$ cat src/rtl/wave_seq_ctrl.sv
// wave_seq_ctrl: DDS segment sequencer with DAC tick pacing; WSEQ_IRQ_EN adds a sticky done irq
module wave_seq_ctrl #(
  parameter int FTW_W = 16,
  parameter int DUR_W = 24,
  parameter int ADDR_W = 3,
  parameter int TICK_DIV = 18
) (
  input  logic              clk,
  input  logic              reset,
  input  logic              cfg_we,
  input  logic [ADDR_W-1:0] cfg_addr,
  input  logic [FTW_W-1:0]  cfg_ftw,
  input  logic [DUR_W-1:0]  cfg_dur,
  input  logic              cfg_last,
  input  logic              start,
  input  logic              stop,
  input  logic              loop_en,
  output logic [FTW_W-1:0]  ftw_out,
  output logic              ftw_valid,
  input  logic              ftw_ready,
  output logic              gen_en,
  output logic              dac_tick,
  output logic [ADDR_W-1:0] seg_idx,
  output logic              busy,
  output logic              done
`ifdef WSEQ_IRQ_EN
  ,
  output logic              irq,
  input  logic              irq_clr
`endif
);
  localparam int DEPTH = 1 << ADDR_W;
  localparam int TW = $clog2(TICK_DIV);
  typedef enum logic [1:0] {IDLE, LOAD, RUN, FINISH} state_t;
  state_t state, state_d;
  logic [ADDR_W-1:0] idx_d;
  logic [TW-1:0] tick_cnt;
  logic [DUR_W-1:0] dur_cnt, seg_dur;
  logic seg_last, seg_end, wrap;
  logic [FTW_W-1:0] tbl_ftw [DEPTH];
  logic [DUR_W-1:0] tbl_dur [DEPTH];
  logic tbl_last [DEPTH];
  always_ff @(posedge clk) tick_cnt <= (reset || dac_tick) ? '0 : tick_cnt + 1'b1;
  assign dac_tick = tick_cnt == TW'(TICK_DIV - 1);
  always_ff @(posedge clk)
    if (cfg_we) begin
      tbl_ftw[cfg_addr] <= cfg_ftw;
      tbl_dur[cfg_addr] <= cfg_dur;
      tbl_last[cfg_addr] <= cfg_last;
    end
  assign seg_end = dac_tick && dur_cnt == DUR_W'(1);
  assign wrap = seg_last || &seg_idx;
  always_comb begin
    state_d = state;
    idx_d = seg_idx;
    case (state)
      IDLE: if (start && !stop) begin
        state_d = LOAD;
        idx_d = '0;
      end
      LOAD: state_d = stop ? IDLE : ftw_ready ? RUN : LOAD;
      RUN:
        if (stop) state_d = IDLE;
        else if (seg_end) begin
          state_d = (wrap && !loop_en) ? FINISH : LOAD;
          idx_d = wrap ? (loop_en ? '0 : seg_idx) : seg_idx + 1'b1;
        end
      default: state_d = IDLE;
    endcase
  end
  // entry fields are snapshotted on entering LOAD so later table writes hit only the next load
  always_ff @(posedge clk)
    if (reset) begin
      state <= IDLE;
      seg_idx <= '0;
      ftw_out <= '0;
      seg_dur <= '0;
      seg_last <= 1'b0;
      dur_cnt <= '0;
    end else begin
      state <= state_d;
      seg_idx <= idx_d;
      if (state_d == LOAD && state != LOAD) begin
        ftw_out <= tbl_ftw[idx_d];
        seg_dur <= tbl_dur[idx_d];
        seg_last <= tbl_last[idx_d];
      end
      if (state == LOAD && ftw_ready) dur_cnt <= (seg_dur == '0) ? DUR_W'(1) : seg_dur;
      else if (state == RUN && dac_tick) dur_cnt <= dur_cnt - 1'b1;
    end
  assign ftw_valid = state == LOAD;
  assign gen_en = state == RUN;
  assign busy = state == LOAD || state == RUN;
  assign done = state == FINISH;
`ifdef WSEQ_IRQ_EN
  always_ff @(posedge clk) irq <= reset ? 1'b0 : done ? 1'b1 : irq_clr ? 1'b0 : irq;
`endif
endmodule

$ cat config.mk
export PLATFORM = sky130hd
export DESIGN_NAME = wave_seq_ctrl
export DESIGN_NICKNAME = d
export VERILOG_FILES = /design/src/rtl/wave_seq_ctrl.sv
export SDC_FILE = /design/constraint.sdc
export NUM_CORES = 1
export LEC_CHECK = 0
export CAP_MARGIN = 10
export CORE_ASPECT_RATIO = 0.9
export CORE_MARGIN = 1.5
export CORE_UTILIZATION = 50
export CTS_CLUSTER_DIAMETER = 80
export DETAILED_ROUTE_END_ITERATION = 12
export PLACE_DENSITY = 0.7
export SKIP_CTS_REPAIR_TIMING = 1
export SYNTH_ARGS = -nofsm -noshare
export SYNTH_HDL_FRONTEND = slang
export SYNTH_SLANG_ARGS = --single-unit
$ cat constraint.sdc
create_clock -name clk -period 5.22 [get_ports clk]
set_clock_uncertainty 0.2 [all_clocks]
set_input_delay 1.305 -clock clk [delete_from_list [all_inputs] [get_ports clk]]
set_output_delay 1.305 -clock clk [all_outputs]
set_load 0.02 [all_outputs]
==> summary.md, run 1 <==
| Metric | Value |
|---|---|
| Worst-Skew Late Latency | `roughly 540 ps` |
| Post-synth top cells | `edfxtp_1, mux2_2, dfxtp_1, nand2_1, clkbuf_1` |
| Routed wire per std cell | `23.3 um` |
| Routed WL | `a little over 40,000 um` |
| Number of fill cells in the layout | `around 2,700` |
| Layout area overhead | `15.6%` |
| Post-synth ARST share | `0` |
| Largest net degree at the start of global routing | `52` |
| Final Non-Filler Cells | `1,734` |
| CTS tree | `yes` |
| DIE HEIGHT | `roughly 180 um` |
| Share of layout cells above drive strength 1 | `0.255` |
| Antenna violations before repair | `1` |
| CP startpoint | `start` |
| Worst path cell trace | `clkdlybuf4s50_1 > nand2_1 > a211oi_1 > and4_2 > buf_4 > o2bb2ai_4 > nor2_4 > buf_4 > a22oi_1 > a311oi_2` |
| Max FO, Critical Path | `44` |
| Slowest CP cell | `buf_4` |
| FF+latch count, synth | `between 400 and 500` |
| Number of buffers created by CTS | `between 40 and 50` |
| Worst setup path end | `ftw_out[3]` |
| Top cell by count, worst path | `buf_4` |
| Rows | `64` |
| Pleak | `roughly 0.0064 uW` |
| Setup violations, final | `0` |
| CP Data Required Time | `roughly 5500 ps` |
| Ys Warns | `0` |
| Largest area contributor in the netlist | `edfxtp_1` |
| DR vias | `around 11,000` |
| Top FF cell, synth | `edfxtp_1` |
| GP Congestion | `approximately 0.84` |
| Synth Cell Area | `~0.017 mm2` |
| Status | `finished clean` |
| DRC Markers | `0` |
| DP Worst Slack | `~600 ps` |
| Setup tns final | `0 ps` |
| R2R Setup Slk | `roughly 1300 ps` |
| Die width | `199 um` |
| Top cell type's share of synthesized area | `0.572` |
| FF-to-FF End | `ftw_out[3]` |
| Crit path time final | `slightly above 4000 ps` |
| Number of port buffers | `between 70 and 80` |
| Setup CP Type | `in2reg` |
| Clock Tree Buf Depth | `3` |
| Final hold violations | `0` |
| DIE AREA | `~0.036 mm2` |
| FMAX | `~240 MHz` |
| Core area | `approximately 0.034 mm2` |
| ANT nets after route | `0` |
| Post-synth EDFFs | `roughly 330` |
| Max cap viols | `0` |
| Worst Tran Pin Value | `~1000 ps` |
| Unrepaired setup endpoints after global routing | `no` |
| CP max stage delay | `530 ps` |
| Via-per-instance ratio | `around 6` |
| # clock sinks | `403` |
| Grt total ovfl | `0` |
| PwrDens | `~360 mW/mm2` |
| RR Startpoint | `seg_idx[0]` |
| Tot GR Track Use | `0.233` |
| Tot Pwr | `just over 7000 uW` |
| DP HPWL | `about 23,000 um` |
| WHS | `270 ps` |
| Startpoint class of the critical path | `input pin` |
| Final period util | `0.793` |
| Root Buffer | `clkbuf_16` |
| DR iter-0 viols | `870` |
| HP Class | `reg2reg` |
| H-tree levels | `2` |
| Fin. max-slew vios | `0` |
| Nature of the critical path endpoint | `flip-flop` |
| Unique masters post-synth | `52` |
| R2r worst-path depth | `11` |
| Reg clk slew, reported paths | `~60 ps` |
| Initial Util | `0.507` |
| Layout Nets | `~1,300` |
| Synth Instances | `1,177` |
| VDD IR max | `0.315 mV` |
| Setup slack after layout | `roughly 1100 ps` |
| Top cells by area, synth | `edfxtp_1, dfxtp_1, mux2_2` |
| I/O pins | `75` |
| Drt first pass iters | `5` |
| Dpl cells | `around 1,700` |
| First-pass GRT wire length | `between 60,000 and 70,000 um` |
| Syn nets | `1,238` |
| Arrival time at the worst endpoint | `4390 ps` |
| Slew margin rel. | `0.307` |
| Vias in the first global route | `~11,000` |
| Mean post-synth cell area | `14.6 um2` |
| Count leader, synth | `edfxtp_1` |
| Register area share after synthesis | `0.660` |
-- stage by stage --
step	util	cell area, um2
finish	0.586	19900
global route	0.586	19900
CTS	0.586	19900
detailed placement	0.545	18500
global placement	0.545	18500
floorplan	-	17200
-- worst max-delay path: cells and delay by family --
kind	cells	cell delay, ps
compound gates	4	1040
buf+inv	3	1440
simple gates	3	580
-- layout by cell type, fill, tap and decap left out, drive strengths merged, types with 5 or more instances in the layout --
master,netlist,layout
a211o,41,41
a211oi,20,20
a21oi,51,51
a22oi,44,44
a311oi,41,41
buf,34,35
clkbuf,57,60
clkdlybuf4s50,0,73
clkinv,0,10
dfxtp,75,75
edfxtp,328,328
ha,10,10
inv,10,12
mux2,123,123
nand2,68,68
nand3,50,50
nor2,46,46
nor3,14,14
nor4,16,16
o211ai,42,42
o21ai,5,5
o22ai,42,42
xnor2,10,10
xor2,9,9
-- registers in the layout, indices dropped and copies added (netlist names) --
| name | cells |
|---|---|
| seg_last | 1 |
| tick_cnt | 5 |
| tbl_last | 8 |
| seg_idx | 3 |
| dur_cnt | 24 |
| seg_dur | 24 |
| tbl_ftw | 128 |
| state | 2 |
| tbl_dur | 192 |
| ftw_out | 16 |
-- kinds of logic (layout without fill, tap and decap cells) --
logic type / after synthesis / count (layout) / share of synthesized area
AOI/OAI and AO/OA: 302 / 302 / 0.152
muxes: 123 / 123 / 0.0805
and+or+nand+nor: 219 / 219 / 0.0604
other: 0 / 1 / 0
buffers and inverters: 101 / 195 / 0.0308
adders and majority gates: 10 / 10 / 0.00727
xor gates and xnor gates: 19 / 19 / 0.00967
DFF: 403 / 403 / 0.660
-- power by group --
group          internal (uW)  leakage (uW)  switching (uW)
sequential              3620       0.00359            87.0
clock                   1750      0.000674            1200
combinational            226       0.00215             336
total                   5590       0.00641            1620
-- worst min path at each step --
stage | from | endpoint | slack (ps) | depth (start not counted)
6_report | tick_cnt[0] | tick_cnt[0] | 270 | 1
5_1_grt | tick_cnt[0] | tick_cnt[0] | 310 | 1
4_1_cts | tick_cnt[0] | tick_cnt[0] | 290 | 1
3_5_place_dp | tick_cnt[0] | tick_cnt[0] | 270 | 1
3_3_place_gp | tick_cnt[0] | tick_cnt[0] | 250 | 1
2_1_floorplan | tick_cnt[0] | tick_cnt[0] | 230 | 1
-- per-layer routing --
| layer | global-route usage | part of all wire |
|---|---|---|
| met5 | 0 | 0 |
| met4 | 0.0669 | 0.021 |
| met1 | 0.316 | 0.42 |
| met3 | 0.0446 | 0.073 |
| met2 | 0.385 | 0.48 |
-- final cells by class --
type / instances / area (um2) / share of cell area
timing repair buffer: 108 / 1090 / 0.0550
tap: 462 / 578 / 0.0291
sequential: 403 / 11400 / 0.571
multi-input combinational: 673 / 5450 / 0.274
antenna: 1 / 2.50 / 0.000126
clock buffer: 60 / 1200 / 0.0603
inverter: 10 / 37.5 / 0.00189
clock inverter: 17 / 180 / 0.00906
(Power assumes the default switching activity.)
==> inputs of run 2 (changes only) <==
PLACE_DENSITY = 0.68   (was 0.7)
clock period = 3.95 ns   (was 5.22 ns; I/O delays follow)
==> run 2 against run 1 <==
Hold slack barely moved; global-route usage grew 0.53 points; first-iteration DRC count fell by 3.0%; cell area is 2.0% higher; core utilization increased by 1.2 points; sequential power up 32%; critical path depth down 2; highest routed layer is now met5; largest cell class unchanged; via count is 1.8% higher; flip-flop and latch count unchanged; combinational power up 36%; power rose by 35%.
==> summary.md, run 2 (synthesis results as in run 1) <==
| Metric | Value |
|---|---|
| I/O pins | `75 (unchanged)` |
| Setup CP Type | `reg2reg` |
| Setup tns final | `0 ps (unchanged)` |
| Layout Nets | `1,323 (+1.8%)` |
| FMAX | `283 MHz` |
| Routed WL | `41,300 um (+2.0%)` |
| RR Startpoint | `dur_cnt[11]` |
| Antenna violations before repair | `2 (+1)` |
| CP Data Required Time | `4190 ps (-1280 ps)` |
| R2R Setup Slk | `420 ps (-890 ps)` |
| Startpoint class of the critical path | `flip-flop` |
| Tot GR Track Use | `0.238 (+0.00533)` |
| Number of port buffers | `74 (unchanged)` |
| Psw | `2160 uW (+34%)` |
| Slew margin rel. | `0.540 (+0.233)` |
| Layout area overhead | `17.9%` |
| DP HPWL | `23,500 um (+3.5%)` |
| Unrepaired setup endpoints after global routing | `no` |
| Worst Tran Pin Value | `689 ps (-345 ps)` |
| DR vias | `10,800 (+1.8%)` |
| Final hold violations | `0 (unchanged)` |
| Drt first pass iters | `5 (unchanged)` |
| ANT nets after route | `0 (unchanged)` |
| Reg clk slew, reported paths | `60 ps (about the same)` |
| Crit path time final | `3530 ps` |
| DIE HEIGHT | `179 um (unchanged)` |
| Grt total ovfl | `0 (unchanged)` |
| Busiest layer in global routing | `met2` |
| Core Util, Final | `0.598 (+0.0118)` |
| Die width | `199 um (unchanged)` |
| Initial Util | `0.507 (unchanged)` |
| VDD IR max | `0.376 mV (+19%)` |
| Worst-Skew Late Latency | `550 ps (about the same)` |
| GP Congestion | `0.887 (+5.7%)` |
| DIE AREA | `0.0355 mm2 (unchanged)` |
| Clk pwr share | `0.416 (+0.007)` |
| PwrDens | `478 mW/mm2 (+32%)` |
| DP Worst Slack | `31.0 ps (-568 ps)` |
| Worst Hold Path EP | `tick_cnt[0]` |
| Met3 Use GR | `0.0384 (-0.00621)` |
| Commonest non-fill, non-tap cell in the layout | `edfxtp_1` |
| Tot Pwr | `9700 uW (+35%)` |
| Max FO, Critical Path | `26 (-41%)` |
| DR iter-0 viols | `844 (-3.0%)` |
| Hold path start | `tick_cnt[0]` |
| FF-to-FF End | `seg_dur[14]` |
| Rows | `64 (unchanged)` |
| Internal power consumption | `7540 uW (+35%)` |
| Pleak | `0.00662 uW (+3.3%)` |
| H-tree levels | `2 (unchanged)` |
| # clock sinks | `403 (unchanged)` |
| Met1 Use GR | `0.333 (+0.0169)` |
| Core area | `0.0340 mm2 (unchanged)` |
| Arrival time at the worst endpoint | `3780 ps (-610 ps)` |
| Comb pwr share | `0.079 (about the same)` |
| Clock Tree Buf Depth | `3 (unchanged)` |
| Vias in the first global route | `10,900 (+1.1%)` |
| Biggest regs | `tbl_dur: 192 flops, tbl_ftw: 128 flops` |
| R2r worst-path depth | `8 (-3)` |
| Fin. max-slew vios | `0 (unchanged)` |
| Nature of the critical path endpoint | `flip-flop` |
| DRC Markers | `0 (unchanged)` |
| HP Class | `reg2reg` |
| Final period util | `0.895` |
| Most frequent cells in the layout | `edfxtp_1, mux2_2, dfxtp_1, clkdlybuf4s50_1, nand2_1` |
| Status | `finished clean` |
| Setup slack after layout | `415 ps (-663 ps)` |
| Hold path cells | `1 (unchanged)` |
| Number of buffers created by CTS | `41 (-2.4%)` |
| Sw frac | `0.223 (-0.00148)` |
| WHS | `270 ps (-0.0570 ps)` |
| Routed wire per std cell | `23.5 um (+0.60%)` |
| Max cap viols | `0 (unchanged)` |
| Share of layout cells above drive strength 1 | `0.270 (+0.0154)` |
| First-pass GRT wire length | `63,900 um (+3.0%)` |
| Largest reg by FF count | `tbl_dur` |
| Largest net degree at the start of global routing | `44 (-15%)` |
| Largest register FFs | `192 (unchanged)` |
| Via-per-instance ratio | `6.14 (+0.39%)` |
| Reg power frac | `0.505 (-0.008)` |
| Met2 Track Usage GR | `0.384 (-0.00117)` |
| Root Buffer | `clkbuf_16` |
| Setup violations, final | `0 (unchanged)` |
| CTS tree | `yes` |
[run 2: layer usage]
| layer | part of all wire | wire length, um | vias up |
|---|---|---|---|
| met5 | 0.00027 | 11 | - |
| met4 | 0.026 | 1090 | 2 |
| met3 | 0.071 | 2920 | 93 |
| met2 | 0.46 | 19100 | 453 |
| met1 | 0.44 | 18100 | 5395 |
| li1 | - | - | 4857 |
[run 2: cell type report]
type	instances	area [um2]
well taps	462	578
inverters	10	37.5
clock buffers	55	1150
clock inverters	21	279
repair buffers	133	1430
diodes	1	2.50
flip-flops and latches	403	11400
multi-input cells	673	5460
fillers	2602	13700
[run 2: stage by stage]
| stage | instance area [um2] | instances |
|---|---|---|
| 6_report | 20300 | 1758 |
| 5_1_grt | 20300 | 1757 |
| 4_1_cts | 20300 | 1757 |
| 3_5_place_dp | 18900 | 1681 |
| 3_3_place_gp | 18900 | 1681 |
| 2_1_floorplan | 17200 | 1177 |
[run 2: how the worst max path moves through the flow]
stage,slack [ps],start,end
5_1_grt,250,dur_cnt[11],seg_dur[14]
2_1_floorplan,380,cfg_addr[1],tbl_dur[4][0]
4_1_cts,420,dur_cnt[11],seg_dur[14]
3_5_place_dp,30,loop_en,seg_dur[7]
6_report,420,dur_cnt[11],seg_dur[14]
3_3_place_gp,8,loop_en,ftw_out[12]
[run 2: power groups by stage]
| stage | Sequential (uW) | Combinational, uW | Clock, uW |
|---|---|---|---|
| after CTS | 4890 | 768 | 4100 |
| after global routing | 4910 | 826 | 4270 |
| after floorplan | 4970 | 482 | 0 |
| after detailed placement | 4980 | 763 | 0 |
| after global placement | 4980 | 748 | 0 |
| final | 4900 | 766 | 4040 |
[run 2: worst max-delay path, cell delays in order (launching register included)]
cell and delay (ps):
dfxtp_1 360, or4_4 580, or3_1 480, o31ai_1 340, a21oi_1 180, a211oi_4 300
buf_4 550, a21oi_2 140, a311oi_2 270
